**src/rtl/wb_regfile_pkg.sv**
```systemverilog
// wb_regfile_pkg: shared widths and constants for the write-back register file
package wb_regfile_pkg;
  localparam int WIDTH = 32;
  localparam int NREG = 32;
  localparam int AW = 5;
  localparam int CNTW = 32;
  localparam logic [AW-1:0] REG_ZERO = '0;
endpackage

```
**src/rtl/wb_read_port.sv**
```systemverilog
// wb_read_port: one decode read port with $0 masking and write-first bypass
module wb_read_port
  import wb_regfile_pkg::*;
(
  input  logic             rst,
  input  logic             regwrite,
  input  logic [AW-1:0]    waddr,
  input  logic [WIDTH-1:0] wdata,
  input  logic [AW-1:0]    ra,
  input  logic [WIDTH-1:0] stored,
  output logic [WIDTH-1:0] rd
);
  // bypass is gated by regwrite so a don't-care readdata never leaks out
  assign rd = (ra == REG_ZERO || !rst) ? '0
            : (regwrite && waddr == ra) ? wdata
            : stored;
endmodule

```
**src/rtl/wb_result_mux.sv**
```systemverilog
// wb_result_mux: memtoreg select between ALU result and load data
module wb_result_mux
  import wb_regfile_pkg::*;
(
  input  logic             memtoreg,
  input  logic [WIDTH-1:0] aluout,
  input  logic [WIDTH-1:0] readdata,
  output logic [WIDTH-1:0] result
);
  assign result = memtoreg ? readdata : aluout;
endmodule

```
**src/rtl/wb_regfile.sv**
```systemverilog
// wb_regfile: WB result select, 32-entry GPR commit, bypassed read ports and debug/counter
module wb_regfile
  import wb_regfile_pkg::*;
(
  input  logic             clk,
  input  logic             rst,
  input  logic             regwrite_wb,
  input  logic             memtoreg_wb,
  input  logic [WIDTH-1:0] aluout_wb,
  input  logic [WIDTH-1:0] readdata_wb,
  input  logic [AW-1:0]    regaddr_wb,
  input  logic [AW-1:0]    ra1,
  input  logic [AW-1:0]    ra2,
  output logic [WIDTH-1:0] rd1,
  output logic [WIDTH-1:0] rd2,
  output logic [WIDTH-1:0] result_wb,
  input  logic [AW-1:0]    dbg_addr,
  output logic [WIDTH-1:0] dbg_data,
  output logic [CNTW-1:0]  wr_count
);
  logic [WIDTH-1:0] regs [1:NREG-1];
  logic [WIDTH-1:0] view [NREG];
  logic             commit;

  wb_result_mux u_mux (
    .memtoreg(memtoreg_wb),
    .aluout  (aluout_wb),
    .readdata(readdata_wb),
    .result  (result_wb)
  );

  assign commit = regwrite_wb && regaddr_wb != REG_ZERO;

  always_ff @(posedge clk or negedge rst)
    if (!rst) begin
      for (int i = 1; i < NREG; i++) regs[i] <= '0;
      wr_count <= '0;
    end else if (commit) begin
      regs[regaddr_wb] <= result_wb;
      wr_count <= wr_count + CNTW'(1);
    end

  // $0 has no storage; the view supplies a constant zero in its place
  assign view[0] = '0;
  for (genvar g = 1; g < NREG; g++) begin : g_view
    assign view[g] = regs[g];
  end

  wb_read_port u_rp1 (
    .rst(rst), .regwrite(regwrite_wb), .waddr(regaddr_wb), .wdata(result_wb),
    .ra(ra1), .stored(view[ra1]), .rd(rd1)
  );

  wb_read_port u_rp2 (
    .rst(rst), .regwrite(regwrite_wb), .waddr(regaddr_wb), .wdata(result_wb),
    .ra(ra2), .stored(view[ra2]), .rd(rd2)
  );

  assign dbg_data = rst ? view[dbg_addr] : '0;
endmodule
```
**config.mk**
```make
export PLATFORM = sky130hd
export DESIGN_NAME = wb_regfile
export DESIGN_NICKNAME = d
export VERILOG_FILES = /design/src/rtl/wb_regfile_pkg.sv /design/src/rtl/wb_read_port.sv /design/src/rtl/wb_result_mux.sv /design/src/rtl/wb_regfile.sv
export SDC_FILE = /design/constraint.sdc
export NUM_CORES = 2
export LEC_CHECK = 0
export CAP_MARGIN = 20
export CORE_MARGIN = 1
export CORE_UTILIZATION = 45
export CTS_CLUSTER_DIAMETER = 80
export CTS_CLUSTER_SIZE = 30
export DETAILED_ROUTE_END_ITERATION = 16
export PLACE_DENSITY_LB_ADDON = 0.08
export SLEW_MARGIN = 20
export SYNTH_ARGS = -nofsm -noshare
export SYNTH_HDL_FRONTEND = slang
export SYNTH_SLANG_ARGS = --single-unit
```
**constraint.sdc**
```tcl
create_clock -name clk -period 6.8 [get_ports clk]
set_input_delay 1.36 -clock clk [delete_from_list [all_inputs] [get_ports clk]]
set_output_delay 1.36 -clock clk [all_outputs]
set_load 0.05 [all_outputs]
```
# Word level (Yosys, flattened, before mapping)
# Cells that the tools add are included.
[op_classes]
bitwise = 4
n_mul = 0
n_mux = 18
reduce_logical = 10
order_cmp = 5
n_addsub = 1
shifts = 0
n_eq_ne = 2
div = 0
[op_table]
columns = ["operator", "count"]
rows = [
  ["bitwise mux 992 bit", 1],
  ["binary-select mux 32 bit (select 5 bit)", 3],
  ["two-way mux 32 bit", 13],
  ["demux 32 bit (select 5 bit)", 1],
  ["adder 32 x 1 -> 32 bit (second input constant)", 1],
  ["greater-or-equal comparator 6 bit (second input constant)", 4],
  ["NOT 5 -> 6 bit", 4],
  ["== test 5 bit", 2],
  ["zero test 5 bit", 2],
  ["< comparator 6 x 1 -> 1 bit (second input constant)", 1],
  ["nonzero test 5 bit", 1],
  ["logical AND 1 bit", 4],
  ["logical OR 1 bit", 2],
  ["zero test 1 bit", 1],
]
[totals]
mem_count = 0
mem_bits_rw = 0
input_bits = 88
regBits = 1024
rom_bits = 0
out_inout_bits = 160
latch_bits = 0

# Depth between registers and ports, before layout
[logic_depth]
depth_word = 6
ltp_mapped = 9

# Hierarchy
# A second synthesis with hierarchy kept.
[hier_totals]
hier_cells = 4552
area_unflattened_um2 = 64469.3
[modules_own_cells]
columns = ["mod", "cells_each", "area_each_um2", "instances"]
rows = [
  ["wb_regfile", 4270, 62531.2, 1],
  ["wb_read_port", 123, 696.9, 2],
  ["wb_result_mux", 36, 544.3, 1],
]

# Worst setup path before layout
# OpenSTA, ideal clock, no wires.
[synth_path]
kind = "input port to output port"
startpoint = "in ra2[1]"
endpoint = "out rd2[10]"
t_arrival_ps = 3620
path_buffers = 3
path_slack_ps = 1820
cell_stages = 8
t_required_ps = 5440
path_cell_list = "buf_2 -> nand2b_1 -> buf_2 -> clkbuf_1 -> o221ai_1 -> a21oi_1 -> or4_1 -> a31oi_1"
[synth_via]
elab_chain_cells = 6
elab_cells_between_ends = 10
cone_classes = "eq/ne: 1; mux: 5; bitwise: 1; reduce/logical: 3"
[synth_rtl]
columns = ["element", "line_no", "source"]
rows = [
  ["start, declared", "wb_regfile.sv:13", "input logic [AW-1:0] ra2,"],
  ["NOT 5 -> 6 bit (not written as such)", "wb_regfile.sv:56", ".ra(ra2), .stored(view[ra2]), .rd(rd2)"],
  ["binary-select mux 32 bit (select 5 bit)", "wb_regfile.sv:56", ""],
  ["two-way mux 32 bit (not written as such) (2 in a row)", "wb_regfile.sv:56", ""],
  ["two-way mux 32 bit", "wb_read_port.sv:15", ": (regwrite && waddr == ra) ? wdata"],
  ["two-way mux 32 bit (*)", "wb_read_port.sv:14", "assign rd = (ra == REG_ZERO || !rst) ? '0"],
  ["end, declared", "wb_regfile.sv:15", "output logic [WIDTH-1:0] rd2,"],
]
# Every way passes the cells marked *; elsewhere a longest branch is shown, timed or not. The select of a mux whose other input is x is not followed.

# Worst setup path after layout
[layout_path]
startpoint = "in ra1[2]"
endpoint = "out rd1[19]"
[layout_via]
elab_chain_cells = 6
elab_cells_between_ends = 10
cone_classes = "eq/ne: 1; mux: 5; bitwise: 1; reduce/logical: 3"
[layout_rtl]
columns = ["element", "line_no", "source"]
rows = [
  ["start, declared", "wb_regfile.sv:12", "input logic [AW-1:0] ra1,"],
  ["NOT 5 -> 6 bit (not written as such)", "wb_regfile.sv:51", ".ra(ra1), .stored(view[ra1]), .rd(rd1)"],
  ["binary-select mux 32 bit (select 5 bit)", "wb_regfile.sv:51", ""],
  ["two-way mux 32 bit (not written as such) (2 in a row)", "wb_regfile.sv:51", ""],
  ["two-way mux 32 bit", "wb_read_port.sv:15", ""],
  ["two-way mux 32 bit (*)", "wb_read_port.sv:14", ""],
  ["end, declared", "wb_regfile.sv:14", "output logic [WIDTH-1:0] rd1,"],
]
# Marks and branches as above.

==> qor.yml <==
setup_path:
  worstPathArrival_ns: 4.55
  critPathKind: "input port to primary output"
  crit_required_ns: 5.44
  cp-end-kind: "primary output"
  critPathMaxFanout: 39
  reg2regPathDepth: 5
  worstReg2RegEnd: "wr_count[28]"
  startpoint_type: "input port"
  rrSetupSlack_ns: 4.56
  worstReg2RegStart: "wr_count[3]"
sta:
  setup_tns_ns: 0
  finClkSkew_ns: 0.00765
  period_share_pct: 87.0
  timing.fmax_mhz: 169
  whs_ns: 0.473
  maxSlewViolCount: 0
  worst-slew-pin-transition_ns: 1.21
  rsz0062_at_grt: "false"
  setup_viol: 0
  period_minus_slack_ns: 5.91
  hold_viol_final: 0
  slew_headroom_pct: 19.1
die:
  fp.dieH_um: 372
  num_rows: 135
  core_region_area_um2: 136000
  ioPinCount: 248
  fp.dieArea_um2: 139000
  dieWidth_um: 372
  start_util_pct: 45.5
routing:
  drtPass1Iterations: 6
  ant_nets: 0
  drtIter0Drc: 6694
  wire_per_inst_um: 33.1
  routed_wl_um: 248000
  via_per_inst: 6.75
  vias: 50500
  route.detailed.drc: 0
hold_path:
  hold_depth: 1
  whs_endpoint: "wr_count[31]"
  hold_path_class: "flip-flop to flip-flop"
  min_from: "wr_count[31]"
pwr:
  p_sw_share_pct: 35.2
  p_clk_share_pct: 25.1
  power.density_nw_per_um2: 283
  combPwrFrac_pct: 29.9
  p_int_w: 0.0127
  ir_drop_v: 0.000232
  p_leak_nw: 28.7
  seqPwrFrac_pct: 45.0
  switchingPower_w: 0.00692
cells_and_area:
  final_common_cell: "dfrtp_1"
  syn2layout_area_growth_pct: 12.6
  final_area_um2: 69500
  drive_gt1_share_pct: 20.7
  final_cell_mix: "1,024 x dfrtp_1, 689 x nor2_1, 581 x mux4_2, 571 x o21ai_0, 541 x a21oi_1"
  multiInputGateArea_um2: 33800
  ff_latch_area_um2: 25600
  fin_nets: 5739
  fill_cells: 12100
clock_network:
  htree_levels: 3
  ctsHoldBuffers: 0
  ctsRootBufferMaster: "clkbuf_16"
  cts_sinks: 1024
  clockBufferDepth: 3
  cts_resized: 0
  numCtsBuffers: 68
  cts_tree: "done"
  clk_pin_slew_worst_paths_ns: 0.08
  clk_latency_ns: 0.70
  cts_setup_buffers: 0
global_routing:
  antenna_found_initial: 6
  grt_pass1_vias: 48600
  gr-total-overflow: 0
  grt_pass1_wl_um: 358000
  grt_usage_pct: 35.8
  grt_max_degree: 158
run_status:
  outcome: "finished, final reports clean"
yosys:
  yosysWarningCount: 0
  synthCells: 5721
  avgSynthCellArea_um2: 10.8
  syn_nets: 5810
  synth-seq-cells: 1024
  synthesis.area_um2: 61800
  yosysUniqueCellTypes: 53
  ys_seq_area_share_pct: 41.5
placed_design:
  io_buffers: 247
  dp_hpwl_um: 151000
  placed_cell_area_um2: 67000
  place_congestion: 0.884
run:
  cap_viol_max_count: 0
-- cell families after synthesis --
kind of cell	Yosys count	synth area share, %
DFF	1024	41.5
buffers and inverters	652	4.58
muxes	1076	29.4
and+or+nand+nor	1377	8.90
xor gates and xnor gates	41	0.581
adders and majority gates	1	0.0203
AOI/OAI and AO/OA	1550	15.0
-- state kept, by name, indices dropped and copies added (netlist names) --
signal    flops
regs        992
wr_count     32
-- metal layers --
metal / up-vias / part of all wire, % / global-route usage, %
met3: 633 / 9.3 / 7.75
met1: 25800 / 40 / 49.5
met2: 2794 / 45 / 54.1
li1: 21200 / - / -
met4: 6 / 5.4 / 16.6
met5: - / 0.017 / 0
-- critical path, cell delays in order --
cell	delay (ns)
buf_6	0.40
nand2_4	0.58
buf_4	0.41
o221ai_1	0.24
o21ai_0	0.12
a2111oi_0	0.65
buf_4	0.22
o32a_1	0.32
buf_12	0.18
-- cells in the mapped netlist, drive strengths merged --
cell type	number	share of area (%)
and4	2	0.028
nor4	24	0.25
a22oi	21	0.26
or3	2	0.020
or4	2	0.024
and2	2	0.020
a22o	84	1.2
a41oi	8	0.11
a21oi	541	4.4
nand2b	13	0.13
nor3b	5	0.061
clkbuf	422	2.6
dfrtp	1024	41
a2111oi	78	1.2
inv	40	0.24
nor2b	5	0.051
nor3	29	0.24
mux4	581	21
xor2	20	0.28
and3b	2	0.028
nand4	12	0.12
nand3b	7	0.085
o32a	55	0.89
or2	2	0.020
nor2	706	4.3
mux2i	413	6.7
clkinv	2	0.012
a31oi	1	0.010
nand3	29	0.24
a221o	31	0.50
a221oi	9	0.13
xnor2	21	0.30
buf	188	1.8
o22a	1	0.014
o21ai	574	4.7
o221ai	60	0.85
o31ai	1	0.012
o21a	1	0.012
o22ai	85	0.86
mux2	82	1.5
nand2	530	3.2
and3	5	0.051
ha	1	0.020
-- power by group through the flow --
| stage | clock network (W) | registers [W] | logic (W) |
|---|---|---|---|
| floorplan | 0 | 0.00848 | 0.00418 |
| global placement | 0 | 0.00884 | 0.00573 |
| detailed placement | 0 | 0.00889 | 0.00582 |
| CTS | 0.00500 | 0.00877 | 0.00584 |
| global route | 0.00519 | 0.00902 | 0.00632 |
| finish | 0.00494 | 0.00884 | 0.00587 |
-- through the flow --
| stage | utilization, % | total power [W] | setup slack, ns | instances |
|---|---|---|---|---|
| after floorplan | - | 0.0127 | 1.82 | 5721 |
| after global placement | 49.3 | 0.0146 | 0.811 | 7357 |
| after detailed placement | 49.3 | 0.0147 | 0.940 | 7360 |
| after CTS | 51.2 | 0.0196 | 0.917 | 7481 |
| after global routing | 51.2 | 0.0205 | 0.720 | 7483 |
| final | 51.2 | 0.0197 | 0.886 | 7484 |
-- layout make-up --
class / count / area share [%]
Tap cell: 1781 / 3.21
Clock buffer: 81 / 2.71
Antenna cell: 2 / 0.00720
Timing Repair Buffer: 469 / 7.53
Clock inverter: 40 / 0.875
Sequential cell: 1024 / 36.9
Inverter: 42 / 0.232
Multi-Input combinational cell: 4045 / 48.6
-- how the worst max path moves through the flow --
stage	depth (start not counted)	end	slack, ns	start
final	9	rd1[19]	0.89	ra1[2]
after global placement	9	rd1[19]	0.81	ra1[2]
after floorplan	8	rd2[10]	1.82	ra2[1]
after CTS	9	rd1[19]	0.92	ra1[2]
after global routing	9	rd1[19]	0.72	ra1[2]
after detailed placement	9	rd1[19]	0.94	ra1[2]
No activity file was read; power rests on OpenSTA's default activity.
